===== src/rtl/quokka_reset_pkg.sv =====
// -----------------------------------------------------------------------------
// quokka_reset_pkg
//
// Shared types for the Quokka reset sequencer.
//   seqState_t    : sequencer FSM states (ASSERT -> RELEASE -> STARTING -> RUN)
//   resetCause_t  : encoding of the ResetCause status output
//   cntWidth()    : width needed to hold a counter value 0..maxValue (min 1)
// -----------------------------------------------------------------------------
package quokka_reset_pkg;

  typedef enum logic [1:0] {
    ASSERT   = 2'd0,  // all domains held in reset, hold counter running
    RELEASE  = 2'd1,  // domains released one at a time
    STARTING = 2'd2,  // single start-up cycle after the last release
    RUN      = 2'd3   // normal operation, watchdog armed
  } seqState_t;

  typedef enum logic [1:0] {
    CAUSE_POR  = 2'b00,
    CAUSE_EXT  = 2'b01,
    CAUSE_WDT  = 2'b10,
    CAUSE_SOFT = 2'b11
  } resetCause_t;

  function automatic int cntWidth(input int maxValue);
    return (maxValue < 2) ? 1 : $clog2(maxValue + 1);
  endfunction

endpackage


===== src/rtl/quokka_sync_chain.sv =====
// -----------------------------------------------------------------------------
// quokka_sync_chain
//
// DEPTH-flop synchronizer for a single asynchronous level input.
//   Clock    in   sampling clock
//   Reset    in   asynchronous active-high reset, clears the chain
//   AsyncIn  in   asynchronous input
//   SyncOut  out  input delayed by DEPTH clocks, safe to use in Clock domain
// -----------------------------------------------------------------------------
module quokka_sync_chain #(
  parameter int DEPTH = 2
) (
  input  logic Clock,
  input  logic Reset,
  input  logic AsyncIn,
  output logic SyncOut
);

  logic [DEPTH-1:0] chain;

  // NOTE: flops use non-blocking assignments so every stage samples the value
  // its neighbour held before the edge; blocking here would collapse the chain.
  always_ff @(posedge Clock or posedge Reset) begin
    if (Reset) begin
      chain <= '0;
    end else begin
      chain <= {chain[DEPTH-2:0], AsyncIn};
    end
  end

  assign SyncOut = chain[DEPTH-1];

endmodule


===== src/rtl/quokka_reset_sequencer.sv =====
// -----------------------------------------------------------------------------
// quokka_reset_sequencer
//
// Central reset / start-up controller. Collects reset events (synchronized
// external button, watchdog, soft requests), holds every domain in reset for
// HOLD_CYCLES after the last event, then releases the StageReset domains one
// at a time, STAGE_GAP clocks apart, bit 0 first. After the last release the
// board goes through one STARTING cycle and then RUN.
//
// Ports:
//   Clock           in   system clock
//   Reset           in   asynchronous active-high master reset (power-on)
//   ExtResetIn      in   asynchronous external reset button, active-high
//   SoftResetReq    in   [REQUESTERS] synchronous soft reset requests
//   WatchdogEnable  in   lets the watchdog count while in RUN
//   WatchdogKick    in   clears the watchdog counter
//   StageReset      out  [STAGES] per-domain reset, active-high
//   InternalReset   out  OR of StageReset
//   Running         out  high in STARTING and RUN
//   Starting        out  one-cycle pulse on the STARTING cycle
//   Started         out  high in RUN
//   ResetCause      out  [2] source of the last reset (see resetCause_t)
//   Busy            out  high whenever not in RUN
// -----------------------------------------------------------------------------
module quokka_reset_sequencer
  import quokka_reset_pkg::*;
#(
  parameter int HOLD_CYCLES = 16,
  parameter int STAGES      = 3,
  parameter int STAGE_GAP   = 4,
  parameter int SYNC_DEPTH  = 2,
  parameter int REQUESTERS  = 2,
  parameter int WDT_WIDTH   = 16
) (
  input  logic                  Clock,
  input  logic                  Reset,
  input  logic                  ExtResetIn,
  input  logic [REQUESTERS-1:0] SoftResetReq,
  input  logic                  WatchdogEnable,
  input  logic                  WatchdogKick,
  output logic [STAGES-1:0]     StageReset,
  output logic                  InternalReset,
  output logic                  Running,
  output logic                  Starting,
  output logic                  Started,
  output logic [1:0]            ResetCause,
  output logic                  Busy
);

  localparam int HOLD_W = cntWidth(HOLD_CYCLES - 1);
  localparam int GAP_W  = cntWidth(STAGE_GAP - 1);
  localparam int IDX_W  = cntWidth(STAGES - 1);

  localparam logic [HOLD_W-1:0] HOLD_LOAD = HOLD_W'(HOLD_CYCLES - 1);
  localparam logic [GAP_W-1:0]  GAP_LOAD  = GAP_W'(STAGE_GAP - 1);
  localparam logic [IDX_W-1:0]  LAST_IDX  = IDX_W'(STAGES - 1);

  // ---------------------------------------------------------------------------
  // State
  // ---------------------------------------------------------------------------
  seqState_t            state, stateNext;
  logic [HOLD_W-1:0]    holdCnt, holdCntNext;
  logic [GAP_W-1:0]     gapCnt, gapCntNext;
  logic [IDX_W-1:0]     stageIdx, stageIdxNext;
  logic [STAGES-1:0]    stageRst, stageRstNext;
  resetCause_t          cause, causeNext;
  logic [WDT_WIDTH-1:0] wdtCnt;

  logic runningQ, startingQ, startedQ, busyQ;
  logic runningNext, startingNext, startedNext, busyNext;

  // ---------------------------------------------------------------------------
  // Reset events
  // ---------------------------------------------------------------------------
  logic        extEvt, wdtEvt, softEvt, anyEvt;
  resetCause_t evtCause;

  quokka_sync_chain #(
    .DEPTH (SYNC_DEPTH)
  ) u_extSync (
    .Clock   (Clock),
    .Reset   (Reset),
    .AsyncIn (ExtResetIn),
    .SyncOut (extEvt)
  );

  // A kick in the same cycle as terminal count rescues the board.
  assign wdtEvt  = (state == RUN) && (&wdtCnt) && !WatchdogKick;
  assign softEvt = |SoftResetReq;
  assign anyEvt  = extEvt || wdtEvt || softEvt;

  // Priority when several sources fire together: ext > wdt > soft.
  always_comb begin
    evtCause = CAUSE_SOFT;
    if (extEvt) begin
      evtCause = CAUSE_EXT;
    end else if (wdtEvt) begin
      evtCause = CAUSE_WDT;
    end
  end

  // ---------------------------------------------------------------------------
  // Watchdog: counts only while staying in RUN with the enable set.
  // ---------------------------------------------------------------------------
  always_ff @(posedge Clock or posedge Reset) begin
    if (Reset) begin
      wdtCnt <= '0;
    end else if (state != RUN || stateNext != RUN || WatchdogKick) begin
      wdtCnt <= '0;
    end else if (WatchdogEnable) begin
      wdtCnt <= wdtCnt + WDT_WIDTH'(1);
    end
  end

  // ---------------------------------------------------------------------------
  // FSM process 1: state register (plus registered outputs)
  // ---------------------------------------------------------------------------
  always_ff @(posedge Clock or posedge Reset) begin
    if (Reset) begin
      state     <= ASSERT;
      holdCnt   <= HOLD_LOAD;
      gapCnt    <= GAP_LOAD;
      stageIdx  <= '0;
      stageRst  <= '1;
      cause     <= CAUSE_POR;
      runningQ  <= 1'b0;
      startingQ <= 1'b0;
      startedQ  <= 1'b0;
      busyQ     <= 1'b1;
    end else begin
      state     <= stateNext;
      holdCnt   <= holdCntNext;
      gapCnt    <= gapCntNext;
      stageIdx  <= stageIdxNext;
      stageRst  <= stageRstNext;
      cause     <= causeNext;
      runningQ  <= runningNext;
      startingQ <= startingNext;
      startedQ  <= startedNext;
      busyQ     <= busyNext;
    end
  end

  // ---------------------------------------------------------------------------
  // FSM process 2: next-state logic. Any event overrides whatever release or
  // transition would otherwise happen on this edge.
  // ---------------------------------------------------------------------------
  always_comb begin
    // NOTE: every signal gets a hold-value default before the branches, so no
    // path leaves one unassigned and no latch is inferred.
    stateNext    = state;
    holdCntNext  = holdCnt;
    gapCntNext   = gapCnt;
    stageIdxNext = stageIdx;
    stageRstNext = stageRst;
    causeNext    = cause;

    if (anyEvt) begin
      stateNext    = ASSERT;
      holdCntNext  = HOLD_LOAD;
      stageRstNext = '1;
      causeNext    = evtCause;
    end else begin
      unique case (state)
        ASSERT: begin
          if (holdCnt == '0) begin
            stageRstNext[0] = 1'b0;
            gapCntNext      = GAP_LOAD;
            stageIdxNext    = IDX_W'(1);
            stateNext       = (STAGES == 1) ? STARTING : RELEASE;
          end else begin
            holdCntNext = holdCnt - HOLD_W'(1);
          end
        end

        RELEASE: begin
          if (gapCnt == '0) begin
            stageRstNext[stageIdx] = 1'b0;
            stageIdxNext           = stageIdx + IDX_W'(1);
            gapCntNext             = GAP_LOAD;
            if (stageIdx == LAST_IDX) begin
              stateNext = STARTING;
            end
          end else begin
            gapCntNext = gapCnt - GAP_W'(1);
          end
        end

        STARTING: stateNext = RUN;

        RUN: stateNext = RUN;

        default: stateNext = ASSERT;
      endcase
    end
  end

  // ---------------------------------------------------------------------------
  // FSM process 3: output decode from the next state, registered above so the
  // status outputs change on the same edge as the state.
  // ---------------------------------------------------------------------------
  always_comb begin
    runningNext  = (stateNext == STARTING) || (stateNext == RUN);
    startingNext = (stateNext == STARTING);
    startedNext  = (stateNext == RUN);
    busyNext     = (stateNext != RUN);
  end

  assign StageReset    = stageRst;
  assign InternalReset = |stageRst;
  assign Running       = runningQ;
  assign Starting      = startingQ;
  assign Started       = startedQ;
  assign ResetCause    = cause;
  assign Busy          = busyQ;

endmodule

===== config.mk =====
export PLATFORM = sky130hd
export DESIGN_NAME = quokka_reset_sequencer
export DESIGN_NICKNAME = d
export VERILOG_FILES = /design/src/rtl/quokka_reset_pkg.sv /design/src/rtl/quokka_sync_chain.sv /design/src/rtl/quokka_reset_sequencer.sv
export SDC_FILE = /design/constraint.sdc
export NUM_CORES = 1
export LEC_CHECK = 0
export ABC_AREA = 1
export BUFFER_PORTS_ARGS = -buffer_cell sky130_fd_sc_hd__buf_2
export CAP_MARGIN = 30
export CORE_MARGIN = 3
export CORE_UTILIZATION = 50
export DETAILED_ROUTE_END_ITERATION = 16
export PLACE_DENSITY = 0.66
export SLEW_MARGIN = 20
export SYNTH_ARGS = -nofsm -noshare
export SYNTH_HDL_FRONTEND = slang
export SYNTH_SLANG_ARGS = --single-unit

===== constraint.sdc =====
create_clock -name Clock -period 2.4 [get_ports Clock]
set_clock_uncertainty 0.15 [all_clocks]
set_input_delay 0.24 -clock Clock [delete_from_list [all_inputs] [get_ports Clock]]
set_output_delay 0.24 -clock Clock [all_outputs]
set_load 0.01 [all_outputs]

# --- Yosys cells after proc, flatten, opt, wreduce, memory -nomap -nowiden ---
# Index checks and enable logic that the tools add are counted.
# W data, S select, Z words.
word_totals:
  register_bits: 37
  inputBits: 7
  elab_cells: 87
classes:
  addsub: 4
  n_lt_le_gt_ge: 2
  eq_ne: 13
  n_mux: 25
  bitwise_logic: 3
  n_reduce_logical: 27
op_table:
  columns: ["cell", "n"]
  rows:
  - ["$mux W16", 2]
  - ["$mux W2", 10]
  - ["$add A16 B1 Y16 const B", 1]
  - ["$reduce_and A16 Y1", 1]
  - ["$mux W4", 3]
  - ["$eq A2 B2 Y1 const B", 5]
  - ["$ne A2 B2 Y1 const B", 5]
  - ["$reduce_bool A2 Y1", 5]
  - ["$pmux W2 S2", 2]
  - ["$mux W3", 2]
  - ["$ne A3 B3 Y1 const B", 2]
  - ["$pmux W2 S3", 1]
  - ["$reduce_and A3 Y1", 2]
  - ["$logic_or A1 B1 Y1", 5]
  - ["$logic_not A2 Y1", 2]
  - ["$logic_not A4 Y1", 1]
  - ["$reduce_and A2 Y1", 2]
  - ["$reduce_and A4 Y1", 1]
  - ["$reduce_or A2 Y1", 2]
  - ["$sub A4 B1 Y4 const B", 1]
  - ["$and A3 B3 Y3", 1]
  - ["$logic_and A1 B1 Y1", 3]
  - ["$lt A2 B3 Y1 const B", 1]
  - ["$mux W1", 3]
  - ["11 further kinds", 11]

# --- Longest topological paths before layout ---
# Gate-level depths: netlist of the first run.
logic_depth:
  depth_word: 10
  mapped_depth: 10
  mapped_depth_nobuf: 10

# --- By module ---
# From an unflattened synthesis of the first run, not the netlist that was laid out.
hier_totals:
  hier_cells: 230
  area_unflattened_um2: 1923.1
modules_own_cells:
  columns: ["module", "n_inst", "cells_each", "area_per_inst_um2", "seq_area_each_um2"]
  rows:
  - ["quokka_reset_sequencer", 1, 227, 1869.3, 888.4]
  - ["quokka_sync_chain", 1, 3, 53.8, 50.0]

# --- Worst setup path before layout of the first run ---
# Ideal clock, no wire load.
synth_timing:
  path_type: "flip-flop to flip-flop"
  from: "register wdtCnt[0]"
  to: "register wdtCnt[1]"
  setup_ps: 68
  arrival_time_ps: 1508
  path_slack_ps: 674
  stages_incl_launch_ff: 10
  path_buffers: 1
  period_less_slack_ps: 1726
  cell_sequence: "dfrtp_1 > ha_1 > nand2_1 > inv_2 > nand2_2 > nor2_4 > a21oi_4 > nand4_4 > buf_12 > nor2_4"
synth_between:
  elab_chain_cells: 10
  word_cells_on_any_way: 13
  cone_classes: "1 x add/sub; 1 x eq/ne; 3 x mux; 8 x reduce/logical"
synth_lines:
  columns: ["item", "line_no", "text"]
  rows:
  - ["from (decl)", "quokka_reset_sequencer.sv:67", "logic [WDT_WIDTH-1:0] wdtCnt;"]
  - ["from (signal assigned)", "quokka_reset_sequencer.sv:111", "wdtCnt <= wdtCnt + WDT_WIDTH'(1);"]
  - ["$reduce_and A16 Y1", "quokka_reset_sequencer.sv:88", "assign wdtEvt = (state == RUN) && (&wdtCnt) && !WatchdogKick;"]
  - ["$logic_and A1 B1 Y1 (2 in series)", "quokka_reset_sequencer.sv:88", null]
  - ["$logic_or A1 B1 Y1 (2 in series)", "quokka_reset_sequencer.sv:90", "assign anyEvt = extEvt || wdtEvt || softEvt;"]
  - ["$mux W2", "quokka_reset_sequencer.sv:158", "if (anyEvt) begin"]
  - ["$ne A2 B2 Y1", "quokka_reset_sequencer.sv:108", "end else if (state != RUN || stateNext != RUN || WatchdogKick) begin"]
  - ["$logic_or A1 B1 Y1 (2 in series)", "quokka_reset_sequencer.sv:108", null]
  - ["$mux W16 / $reduce_bool A2 Y1 (equally long branches)", null, null]
# Parallel ways exist; a longest one is shown, timed or not. The select of a mux whose other input is x is not followed.
# A chain may end at the register's enable or synchronous reset.

# --- Final worst setup path of the first run ---
layout_timing:
  from: "register wdtCnt[0]"
  to: "register wdtCnt[13]"
# Same word-level chain as after synthesis.

==> results of run 1 <==
## critical path: cells and delay by family, from the launching register on
kind,cells,cell delay [ns]
adders and majority gates,1,0.22
AOI/OAI and AO/OA,1,0.28
buffers and inverters,2,0.30
and+or+nand+nor,5,0.46
DFF,1,0.42
## cells in the final DEF (no fill, tap or decap), drive strengths merged
| cell type | netlist | final |
|---|---|---|
| a21oi | 2 | 2 |
| mux2i | 1 | 1 |
| xnor2 | 4 | 4 |
| nor2 | 38 | 38 |
| ha | 6 | 6 |
| o211ai | 1 | 1 |
| dfrtp | 27 | 27 |
| buf | 1 | 18 |
| nand4 | 8 | 8 |
| nand3b | 1 | 1 |
| nor3 | 3 | 3 |
| inv | 28 | 29 |
| nand3 | 9 | 9 |
| o2111ai | 1 | 1 |
| dlygate4sd3 | 0 | 2 |
| nand2 | 50 | 50 |
| o21ai | 7 | 7 |
| clkbuf | 1 | 5 |
| bufinv | 0 | 2 |
| o22ai | 1 | 1 |
| xor2 | 10 | 10 |
| or2 | 1 | 1 |
| dfstp | 10 | 10 |
## path summary, 6_finish.rpt
path,slack (ns),start,to
worst max-delay path,0.50,wdtCnt[0],wdtCnt[13]
worst min-delay path,0.19,SoftResetReq[0],ResetCause[1]
worst max register to register,0.50,wdtCnt[0],wdtCnt[13]
worst min register to register,0.22,u_extSync.chain[0],u_extSync.chain[1]
max in group asynchronous,1.30,Reset,gapCnt[0]
min in group asynchronous,0.43,Reset,wdtCnt[11]
## cells in the mapped netlist
cell | number | area [um^2]
sky130_fd_sc_hd__a21oi_4 | 1 | 16.3
sky130_fd_sc_hd__ha_1 | 6 | 75.1
sky130_fd_sc_hd__o21ai_0 | 6 | 30.0
sky130_fd_sc_hd__o211ai_1 | 1 | 7.51
sky130_fd_sc_hd__xnor2_1 | 4 | 35.0
sky130_fd_sc_hd__o2111ai_1 | 1 | 8.76
sky130_fd_sc_hd__nor3_1 | 2 | 10.0
sky130_fd_sc_hd__nor2_4 | 14 | 158
sky130_fd_sc_hd__inv_2 | 6 | 22.5
sky130_fd_sc_hd__nand2_2 | 4 | 25.0
sky130_fd_sc_hd__o22ai_1 | 1 | 6.26
sky130_fd_sc_hd__dfrtp_1 | 27 | 676
sky130_fd_sc_hd__dfstp_2 | 10 | 263
sky130_fd_sc_hd__o21ai_1 | 1 | 5.00
sky130_fd_sc_hd__clkbuf_1 | 1 | 3.75
sky130_fd_sc_hd__xor2_1 | 10 | 87.6
sky130_fd_sc_hd__nand3_1 | 8 | 40.0
sky130_fd_sc_hd__nand3_2 | 1 | 10.0
sky130_fd_sc_hd__or2_1 | 1 | 6.26
sky130_fd_sc_hd__inv_1 | 22 | 82.6
sky130_fd_sc_hd__nor2_1 | 21 | 78.8
sky130_fd_sc_hd__nand4_1 | 7 | 43.8
sky130_fd_sc_hd__nand2_1 | 46 | 173
sky130_fd_sc_hd__nand4_4 | 1 | 21.3
sky130_fd_sc_hd__mux2i_1 | 1 | 10.0
sky130_fd_sc_hd__a21oi_1 | 1 | 5.00
sky130_fd_sc_hd__buf_12 | 1 | 20.0
sky130_fd_sc_hd__nand3b_1 | 1 | 7.51
sky130_fd_sc_hd__nor2_2 | 3 | 18.8
sky130_fd_sc_hd__nor3_4 | 1 | 16.3
## flip-flops by register name (all words and copies together) (netlist names)
signal / flops
state: 2
Running: 1
Starting: 1
stageIdx: 2
Busy: 1
wdtCnt: 16
StageReset: 3
u_extSync.chain: 2
holdCnt: 4
ResetCause: 2
gapCnt: 2
Started: 1
## cell families after synthesis
family / Yosys count / synth area share, %
XOR/XNOR: 14 / 6.25
adder cells (fa/ha/maj): 6 / 3.83
AO/OA/AOI/OAI: 12 / 4.02
flip-flops: 37 / 47.8
buffers and inverters: 30 / 6.57
AND/OR/NAND/NOR: 110 / 31.0
multiplexers: 1 / 0.510
## final cells by class
class	count	area, um^2
clock buffers	5	68.8
clock inverters	3	68.8
fillers	316	1470
inverters	28	105
multi-input cells	143	895
flip-flops and latches	37	938
well taps	48	60.1
repair buffers	20	115
## per-layer routing
metal  vias to the layer above  GRT usage, %
met5                         -             0
met4                         0          5.21
met3                         6          5.02
met2                        20          26.2
met1                       629          23.6
li1                        707             -
## metrics by stage
stage | hold WS [ns] | setup slack (ns) | util, % | power, mW
4_1_cts | 0.181 | 0.479 | 60.6 | 1.35
3_5_place_dp | 0.197 | 0.484 | 56.3 | 0.690
3_3_place_gp | 0.200 | 0.569 | 56.3 | 0.688
2_1_floorplan | 0.121 | 0.674 | - | 0.673
6_report | 0.189 | 0.502 | 60.6 | 1.33
5_1_grt | 0.208 | 0.374 | 60.6 | 1.38
## power by group through the flow
stage	Combinational [mW]	Sequential (mW)	Clock, mW
3_5_place_dp	0.0443	0.645	0
5_1_grt	0.0526	0.635	0.689
4_1_cts	0.0472	0.634	0.671
6_report	0.0455	0.634	0.654
3_3_place_gp	0.0431	0.645	0
2_1_floorplan	0.0280	0.645	0
==> impl_summary.md, run 1 <==
STA
Setup violations remaining at the end of the flow were counted as 0. Setup repair after global routing left no endpoint under its margin. The transition time at the pin with the least slew margin is 0.466 ns. The upper clock frequency limit is 527 MHz.

The number of max-slew violations in the final report came to 0. Counting I/O delays and the setup requirement, the final critical path takes 1.90 ns. The total negative slack for setup checks is 0 ns. The worst pin sits at a relative slew slack of 68.9%. The number of failing hold endpoints at the final stage came to 0. The worst path uses 79.1% of the clock period.

Routing
Before antenna repair, the detailed router went through 4 iterations. The highest metal layer with signal wires is met4. In this run the remaining antenna-violating nets after routing total 0. The routed wire length on met3 is 130 um.

The detailed-route wire length per cell is 11.6 um. The routed layout has 1362 vias. The met2 wire length is 1460 um.

For this run, design rule violations remaining after detail routing come to 0. The total wirelength of the detailed-routed design is 3310 um. The wire length on met1 is 1670 um.

The violation count after the first detailed-routing iteration is 71. The number of vias per cell is 4.80.

Floorplan
The initialized floorplan defines 22 standard-cell rows. The initial core utilization is 52.8%. 17 I/O pins were placed. The overall die area is 4710 um^2. The die is 68.6 um wide. After floorplanning, the core was sized to cover 3720 um^2. The die is 68.6 um tall.

Logic synthesis
For this run, the register share of the synthesized area comes to 47.8%. The synthesized area per cell is 9.34 um^2. Yosys mapped the design onto 30 distinct sky130hd cell types. After synthesis the netlist holds a flip-flop and latch count of 37.

The total of warnings raised by yosys is 0. The synthesized instance count is 210. The number of nets in the synthesized netlist is 223.

The post-synthesis instance area is 1960 um^2.

Setup path
The required time of the critical path is 2.47 ns. The worst register-to-register path has a depth of 9. The data arrival time of the critical path is 1.97 ns.

The critical path goes through ha_1, nand2_1, inv_2, nand2_2, nor2_4, a21oi_4, nand4_4, buf_4, nor2_1. The cell type of the slowest stage on the worst timing path is sky130_fd_sc_hd__dfrtp_1. The worst setup path is of the reg -> reg kind.

The kind of start point of the critical path is a flip-flop. STA classifies the critical path endpoint as a flip-flop. In this design, the stage delay of the slowest critical-path cell is 0.42 ns. The largest fanout of any net on the critical path is 16.

Run
The tool flagged a number of max-cap violations equal to 0.

Finish
Compared with the post-synthesis result, the final layout area differs by 14.7%. In the final layout, the share of cells above drive strength 1 is 28.4%. The count of cells in the finished layout, fillers not included, comes to 284. The number of diodes is 0. The layout net count is 248. After routing the design area is 2250 um^2.

Placed design
The detailed placement HPWL is 2420 um. Routability-driven placement finished with a final weighted congestion of 0.762. The standard cell area after detailed placement is 2090 um^2. Including well taps, the total number of placed cells is 274.

The count of buffers added on input and output ports is 16.

Clock tree
Clock tree synthesis found a total of 37 sinks. The clock latency at the later pin of the worst-skew pair is 0.29 ns. After clock tree synthesis, the clock-pin slew on the worst setup and hold paths is 0.08 ns. The total of cells resized after clock tree synthesis is 0.

For this design, the CTS-stage hold fixing added 2 buffers. In this run, CTS created clock tree buffers numbering 5. CTS built an H-tree with a depth of 2. The post-CTS setup buffer count is 0. Clock tree synthesis selected as its root buffer the cell sky130_fd_sc_hd__clkbuf_8. In this run the deepest clock path goes through 2 buffers. The TritonCTS clock tree is yes.

GRT
The pin count of the biggest net entering global routing is 38. The total routing usage reported by global routing is 17.2%. Summed over all layers, the global routing overflow is 0.

The via count of the first global-routing pass is 1362. The number of antenna violations at the first check in global routing came to 0. The first global-routing pass estimated 6040 um of wire.

Power and ir drop
Combinational cells account for 3.4% of the total power. The switching share of power is 20.2%. In this run the power spent charging and discharging nets is 0.270 mW.

VDD sags by at most 419 uV. The share of total power dissipated in the clock network is 49.0%. For this design the static power due to leakage is 0.997 nW.

In this run the power density over the cells is 592 nW/um^2. The internal cell power is 1.06 mW. The part of the total power dissipated in sequential elements is 47.6%.

Hold path
The tightest min-delay check is of the in -> reg type. The depth of the worst hold-timing path is 5.

Status
The flow ran to the end, and the final reports show no timing, DRC or antenna violations.
No activity file was read; power rests on OpenSTA's default activity.
==> inputs of run 2 (changes only) <==
clock period = 1.8 ns   (was 2.4 ns; I/O delays follow)
==> impl_summary.md, run 2 (synthesis gave the netlist of run 1 again) <==
Clock tree
The total number of H-tree levels is 2 (unchanged). The register clock-pin slew on the reported worst setup and hold paths is 0.07 ns (about the same). The number of buffers on the longest clock path is 2 (unchanged). The number of buffers created by CTS is 5 (unchanged). The buffer cell driving the clock tree root is sky130_fd_sc_hd__clkbuf_8. The number of sinks handled by clock tree synthesis is 37 (unchanged). TritonCTS built the clock tree. The clock latency at the later pin of the worst-skew pair is 0.28 ns (about the same).

Finish
The most frequent standard cell in the layout excluding fill and tap cells is sky130_fd_sc_hd__nand2_1. The layout net count is 253 (+2.0%). From synthesis to final layout, the design area changed by 17.7%.

The number of diodes came to 0 (unchanged). Ranked by flip-flop count, first place goes to wdtCnt. In the layout the commonest cells are sky130_fd_sc_hd__nand2_1, sky130_fd_sc_hd__dfrtp_1, sky130_fd_sc_hd__inv_1, sky130_fd_sc_hd__nor2_1, sky130_fd_sc_hd__buf_2.

The fraction of final layout cells with drive strength greater than 1 is 30.7% (+2.3 points). The number of non-filler instances in the completed layout is 289 (+1.8%). The final instance area is 2310 um^2 (+2.6%). The number of flip-flops in the largest register came to 16 (unchanged). The utilization of the core after routing is 62.1% (+1.5 points).

Power and ir drop
The total power draw was 1.63 mW (+23%). The static leakage was 1.05 nW (+4.9%). The ratio of total power to cell area is 708 nW/um^2 (+20%).

The worst ir drop on vdd was 475 uV (+14%).

Floorplan
The number of cell rows is 22 (unchanged). The overall die area was 4710 um^2 (unchanged). The initial core utilization was 52.8% (unchanged). The floorplan core area is 3720 um^2 (unchanged). The boundary pin count was 17 (unchanged). The y dimension of the die was 68.6 um (unchanged). The die width is 68.6 um (unchanged).

STA
The number of max-slew violations in the final report came to 0 (unchanged). The number of failing hold endpoints at the final stage is 0 (unchanged). The minimum setup slack in the final design is 0.0961 ns (-0.406 ns). The post-layout minimum cycle time was 1.70 ns (-0.194 ns). The number of failing setup endpoints in the final timing report is 0 (unchanged). The worst max-slew margin expressed relative to the limit is 69.9% (+1.0 points). The period utilization is 94.7% (+16 points). The total negative slack for setup checks came to 0 ns (unchanged). Setup repair after global routing left no endpoint under its margin. The transition time at the pin with the least slew margin is 0.451 ns (-0.0152 ns). The upper clock frequency limit is 587 MHz (+11%). The worst hold slack across all endpoints was 0.138 ns (-0.0511 ns).

Routing
The residual antenna-violating net count after detailed routing is 0 (unchanged). The violation count after the first detailed-routing iteration is 84 (+18%). The via count is 1355 (-0.51%).

The number of vias per cell is 4.69 (-2.2%). The detailed-route wire length per cell is 11.6 um (-0.54%). The total wirelength of the detailed-routed design is 3350 um (+1.2%). The number of detailed-routing iterations run before antenna repair came to 4 (unchanged).

The remaining design rule violation count is 0 (unchanged).

GRT
The number of antenna violations at the first check in global routing came to 0 (unchanged). The global-route wire length before repair came to 5980 um (-0.91%). The pin count of the biggest net entering global routing came to 38 (unchanged).

The final global-route overflow total is 0 (unchanged). The total routing usage reported by global routing came to 17.1% (-0.14 points). The via count of the first global-routing pass is 1335 (-2.0%).

Placed design
The detailed placement HPWL came to 2360 um (-2.4%). The post-placement worst setup slack came to 0.0448 ns (-0.440 ns). The cell total after placement came to 278 (+1.5%). The standard cell area after detailed placement is 2140 um^2 (+2.0%). The total of buffers placed on input and output ports is 16 (unchanged). The final weighted congestion in routability-driven placement is 0.773 (+1.4%).

Setup path
The worst setup path is launched from a flip-flop. The endpoint kind of the worst setup timing path is a flip-flop. The setup slack of the worst register-to-register path is 0.1 ns (-0.41 ns). The largest fanout of any net on the critical path came to 8 (-8). The data arrival time of the critical path was 1.77 ns (-0.20 ns). The required time of the critical path was 1.87 ns (-0.60 ns).

The critical path is of the reg -> reg type.

Run
The number of max-cap violations was 0 (unchanged).

Hold path
The class of the tightest hold or removal check is in -> reg.

Status
The flow ran to the end, and the final reports show no timing, DRC or antenna violations.
## run 2: cell types whose count changed in the layout (fill, tap and decap cells not counted), sizes merged
cell	previous run	this run
buf	18	22
clkbuf	5	8
bufinv	2	1
inv	29	28
## run 2: metal layers
| metal | up-vias | track usage, % | share of wire, % |
|---|---|---|---|
| met1 | 606 | 24.6 | 52 |
| met2 | 27 | 24.4 | 42 |
| met3 | 5 | 5.35 | 5.0 |
| li1 | 717 | - | - |
| met5 | - | 0 | 0 |
| met4 | 0 | 5.21 | 0.87 |
## run 2: worst paths after layout
path / startpoint / cells past startpoint / to
setup reg to reg: wdtCnt[0] / 9 / wdtCnt[0]
max in group asynchronous: Reset / 4 / holdCnt[1]
setup / recovery: wdtCnt[0] / 9 / wdtCnt[0]
hold / removal: SoftResetReq[0] / 5 / ResetCause[1]
hold reg to reg: u_extSync.chain[0] / 0 / u_extSync.chain[1]
min in group asynchronous: Reset / 4 / wdtCnt[9]
## run 2: report_power, final
group	switching (mW)	total, mW	internal, mW	leakage [nW]
combinational	0.0400	0.0608	0.0208	0.518
sequential	0.00424	0.845	0.841	0.470
clock	0.277	0.728	0.451	0.0585
## run 2: critical path, cell delays in order, from the launching register on
cell                        delay (ns)
sky130_fd_sc_hd__dfrtp_1          0.38
sky130_fd_sc_hd__ha_2             0.19
sky130_fd_sc_hd__nand2_1          0.07
sky130_fd_sc_hd__inv_2            0.05
sky130_fd_sc_hd__nand2_4          0.07
sky130_fd_sc_hd__nor2_4           0.06
sky130_fd_sc_hd__a21oi_4          0.21
sky130_fd_sc_hd__nand4_4          0.16
sky130_fd_sc_hd__clkbuf_16        0.22
sky130_fd_sc_hd__nor2_4           0.08
## run 2: repair_timing
item                                   4_1_cts  5_1_grt
buffers inserted                             0        0
hold buffers                                 2        0
endpoints found under the hold margin       28        0
setup endpoints to repair                    0       22
resized for setup                            0        4
## run 2: cell type report
| type | instances | area (um^2) |
|---|---|---|
| multi-input combinational | 143 | 906 |
| clock buffer | 7 | 86.3 |
| fill | 319 | 1410 |
| tap | 48 | 60.1 |
| timing repair buffer | 25 | 183 |
| clock inverter | 1 | 30.0 |
| inverter | 28 | 105 |
| sequential | 37 | 938 |
==> inputs of run 3 (changes only) <==
ABC_AREA = not set   (was 1)
CORE_ASPECT_RATIO = 1.2   (was not set)
==> impl_summary.md, run 3 <==
Logic synthesis
The count of cell types in the netlist is 35 (+17%). The number of register bits inferred by synthesis is 37 (unchanged). The number of synthesized flops with an enable pin is 0 (unchanged). The total of warnings raised by yosys is 0 (unchanged).

The register area share after synthesis is 53.4% (+5.6 points). The area share of the largest cell type after synthesis is 38.5% (+4.0 points). The fraction of registers with async set/reset is 100% (unchanged). The synthesized instance count is 173 (-18%). The post-synthesis instance area is 1760 um^2 (-10%).

The cell taking the most area after synthesis is sky130_fd_sc_hd__dfrtp_1. In the synthesized netlist, the cells that appear most often are sky130_fd_sc_hd__dfrtp_1, sky130_fd_sc_hd__nand2_1, sky130_fd_sc_hd__nor2_1. Yosys instantiated no cell more often than sky130_fd_sc_hd__dfrtp_1.

The synthesized area per cell is 10.2 um^2 (+8.7%). In the synthesized netlist the dominant register cell turns out to be sky130_fd_sc_hd__dfrtp_1. Ranked by total cell area, the synthesized netlist is headed by sky130_fd_sc_hd__dfrtp_1, sky130_fd_sc_hd__dfstp_2, sky130_fd_sc_hd__xnor2_1. The number of nets produced by synthesis is 186 (-17%).

GRT
The final global-route overflow total came to 0 (unchanged). The global-route wire length before repair is 5770 um (-3.6%). The via count of the first global-routing pass came to 1352 (+1.3%). The number of antenna violations at the first check in global routing was 0 (unchanged). The total routing usage reported by global routing is 17.8% (+0.72 points). The pin count of the biggest net entering global routing came to 38 (unchanged).

Finish
The most frequent standard cell in the layout excluding fill and tap cells is sky130_fd_sc_hd__dfrtp_1. The final instance area came to 2090 um^2 (-9.5%). More flip-flops sit in one register than any other, and that register is wdtCnt. The number of flip-flops in the largest register came to 16 (unchanged).

In the layout the commonest cells are sky130_fd_sc_hd__dfrtp_1, sky130_fd_sc_hd__nand2_1, sky130_fd_sc_hd__nor2_1, sky130_fd_sc_hd__buf_2, sky130_fd_sc_hd__buf_4. The number of diodes came to 0 (unchanged). The layout overhead on the synthesized area is 18.9%. The layout net count came to 224 (-11%). The fraction of final layout cells with drive strength greater than 1 was 28.3% (-2.4 points). The number of non-filler instances in the completed layout is 248 (-14%).

Setup path
The worst setup path is launched from a flip-flop. The worst setup path is captured at a flip-flop. The data arrival time of the critical path came to 1.84 ns (+0.07 ns).

The category of the critical setup timing path is reg -> reg. The required time of the critical path is 1.92 ns (+0.05 ns). The largest fanout of any net on the critical path is 6 (-2).

STA
The number of failing hold endpoints at the final stage is 0 (unchanged). The number of max-slew violations in the final report came to 0 (unchanged). The period utilization is 96.0% (+1.3 points). The upper clock frequency limit was 579 MHz (-1.3%).

The worst max-slew margin expressed relative to the limit is 70.7% (+0.80 points). The worst hold slack across all endpoints is 0.0263 ns (-0.112 ns). The post-layout minimum cycle time came to 1.73 ns (+0.0233 ns). Setup repair after global routing could not meet its margin everywhere. The transition time at the pin with the least slew margin came to 0.433 ns (-0.0181 ns). The number of failing setup endpoints in the final timing report is 0 (unchanged).

Clock tree
The TritonCTS clock tree is yes. The buffer cell driving the clock tree root is sky130_fd_sc_hd__clkbuf_4. The register clock-pin slew on the reported worst setup and hold paths came to 0.10 ns (+0.03 ns). The number of sinks handled by clock tree synthesis is 37 (unchanged). The total number of H-tree levels is 2 (unchanged). The number of buffers on the longest clock path is 2 (unchanged). The clock latency at the later pin of the worst-skew pair is 0.35 ns (+0.07 ns). The number of buffers created by CTS is 5 (unchanged).

Placed design
The standard cell area after detailed placement is 1960 um^2 (-8.4%). The final weighted congestion in routability-driven placement is 0.755 (-2.3%). The cell total after placement came to 234 (-16%). The detailed placement HPWL is 2350 um (-0.50%). The total of buffers placed on input and output ports came to 16 (unchanged).

Routing
The via count is 1307 (-3.5%). The violation count after the first detailed-routing iteration is 62 (-26%). The remaining design rule violation count is 0 (unchanged). The detailed-route wire length per cell is 13.3 um (+15%). The residual antenna-violating net count after detailed routing is 0 (unchanged). The total wirelength of the detailed-routed design came to 3300 um (-1.5%). The number of detailed-routing iterations run before antenna repair is 4 (unchanged). The number of vias per cell is 5.27 (+12%).

Floorplan
The floorplan core area came to 3220 um^2 (-13%). The y dimension of the die was 70.9 um (+3.3%). The die width is 60.1 um (-12%).

The overall die area came to 4260 um^2 (-9.5%). The initial core utilization is 54.5% (+1.8 points). The number of cell rows was 22 (unchanged). The boundary pin count is 17 (unchanged).

Hold path
The min-delay analysis places its worst path in the category in -> reg.

Power and ir drop
The ratio of total power to cell area was 635 nW/um^2 (-10%). The static leakage is 0.913 nW (-13%). The worst ir drop on vdd was 652 uV (+37%).

Run
The number of max-cap violations was 0 (unchanged).

Status
The flow ran to the end, and the final reports show no timing, DRC or antenna violations.
run 3: changes by cell type in the layout (fill, tap and decap cells not counted), sizes merged, moves of 4 or more:
cell | previous run | this run
or3 | 0 | 5
a21oi | 2 | 6
inv | 28 | 10
o21ai | 7 | 2
nand2 | 50 | 23
nor4 | 0 | 7
nor2 | 38 | 23
nand3 | 9 | 4
xnor2 | 4 | 10
buf | 22 | 33
run 3: path summary, 6_finish.rpt:
path                               startpoint                 end  slack [ns]  depth (start not counted)
min                           SoftResetReq[0]            Starting        0.03                          3
min reg2reg                u_extSync.chain[0]  u_extSync.chain[1]        0.22                          0
max reg2reg                        holdCnt[0]           gapCnt[0]        0.07                          6
max in group asynchronous               Reset           gapCnt[1]        0.83                          4
min in group asynchronous               Reset             Started        0.31                          4
max                                holdCnt[0]           gapCnt[0]        0.07                          6
run 3: cell type report:
cell class	count	area, um^2
Fill cell	263	1130
Sequential cell	37	938
Multi-Input combinational cell	121	777
Timing Repair Buffer	36	239
Tap cell	36	45.0
Clock buffer	6	41.3
Inverter	10	37.5
Clock inverter	2	10.0
run 3: critical path, cell delays in order (launching register included):
cell and delay [ns]:
sky130_fd_sc_hd__dfstp_2 0.38, sky130_fd_sc_hd__inv_1 0.08, sky130_fd_sc_hd__ha_1 0.20, sky130_fd_sc_hd__or3b_2 0.48
sky130_fd_sc_hd__nand2_2 0.13, sky130_fd_sc_hd__a21oi_1 0.08, sky130_fd_sc_hd__a41oi_1 0.16
run 3: where the power goes:
part	total [mW]	switching (mW)	leakage (nW)	internal, mW
Clock	0.422	0.273	0.0320	0.149
Sequential	0.844	0.00352	0.465	0.841
Combinational	0.0588	0.0348	0.416	0.0240
run 3: timing repair:
action	CTS	global route
gates resized for setup	1	8
pin swaps	0	2
cloned	0	1
hold endpoints to repair	29	0
setup buffers	0	2
hold buffers	3	0
setup endpoints to repair	1	25
run 3: cells by family after synthesis:
group                    share of synthesized area, %
multiplexers                                    0.570
flip-flops                                       53.4
adder cells (fa/ha/maj)                          4.27
XOR/XNOR                                         8.48
AND/OR/NAND/NOR                                  24.9
buffers and inverters                            3.92
AO/OA/AOI/OAI                                    4.42
run 3: metal layers:
metal,global-route usage (%),wire length [um],up-vias
met5,0,0,-
met4,6.65,46,0
met3,4.93,77,4
met2,30.4,1840,12
met1,20.7,1330,634
li1,-,-,657
run 3: through the flow:
step,setup slack (ns),TNS [ns],util [%],total power [mW]
5_1_grt,-0.0419,-0.408,64.8,1.39
2_1_floorplan,0.0665,0,-,0.887
3_5_place_dp,0.00906,0,60.7,0.913
4_1_cts,0.00258,0,63.5,1.34
3_3_place_gp,0.0732,0,60.7,0.910
6_report,0.0728,0,64.8,1.33
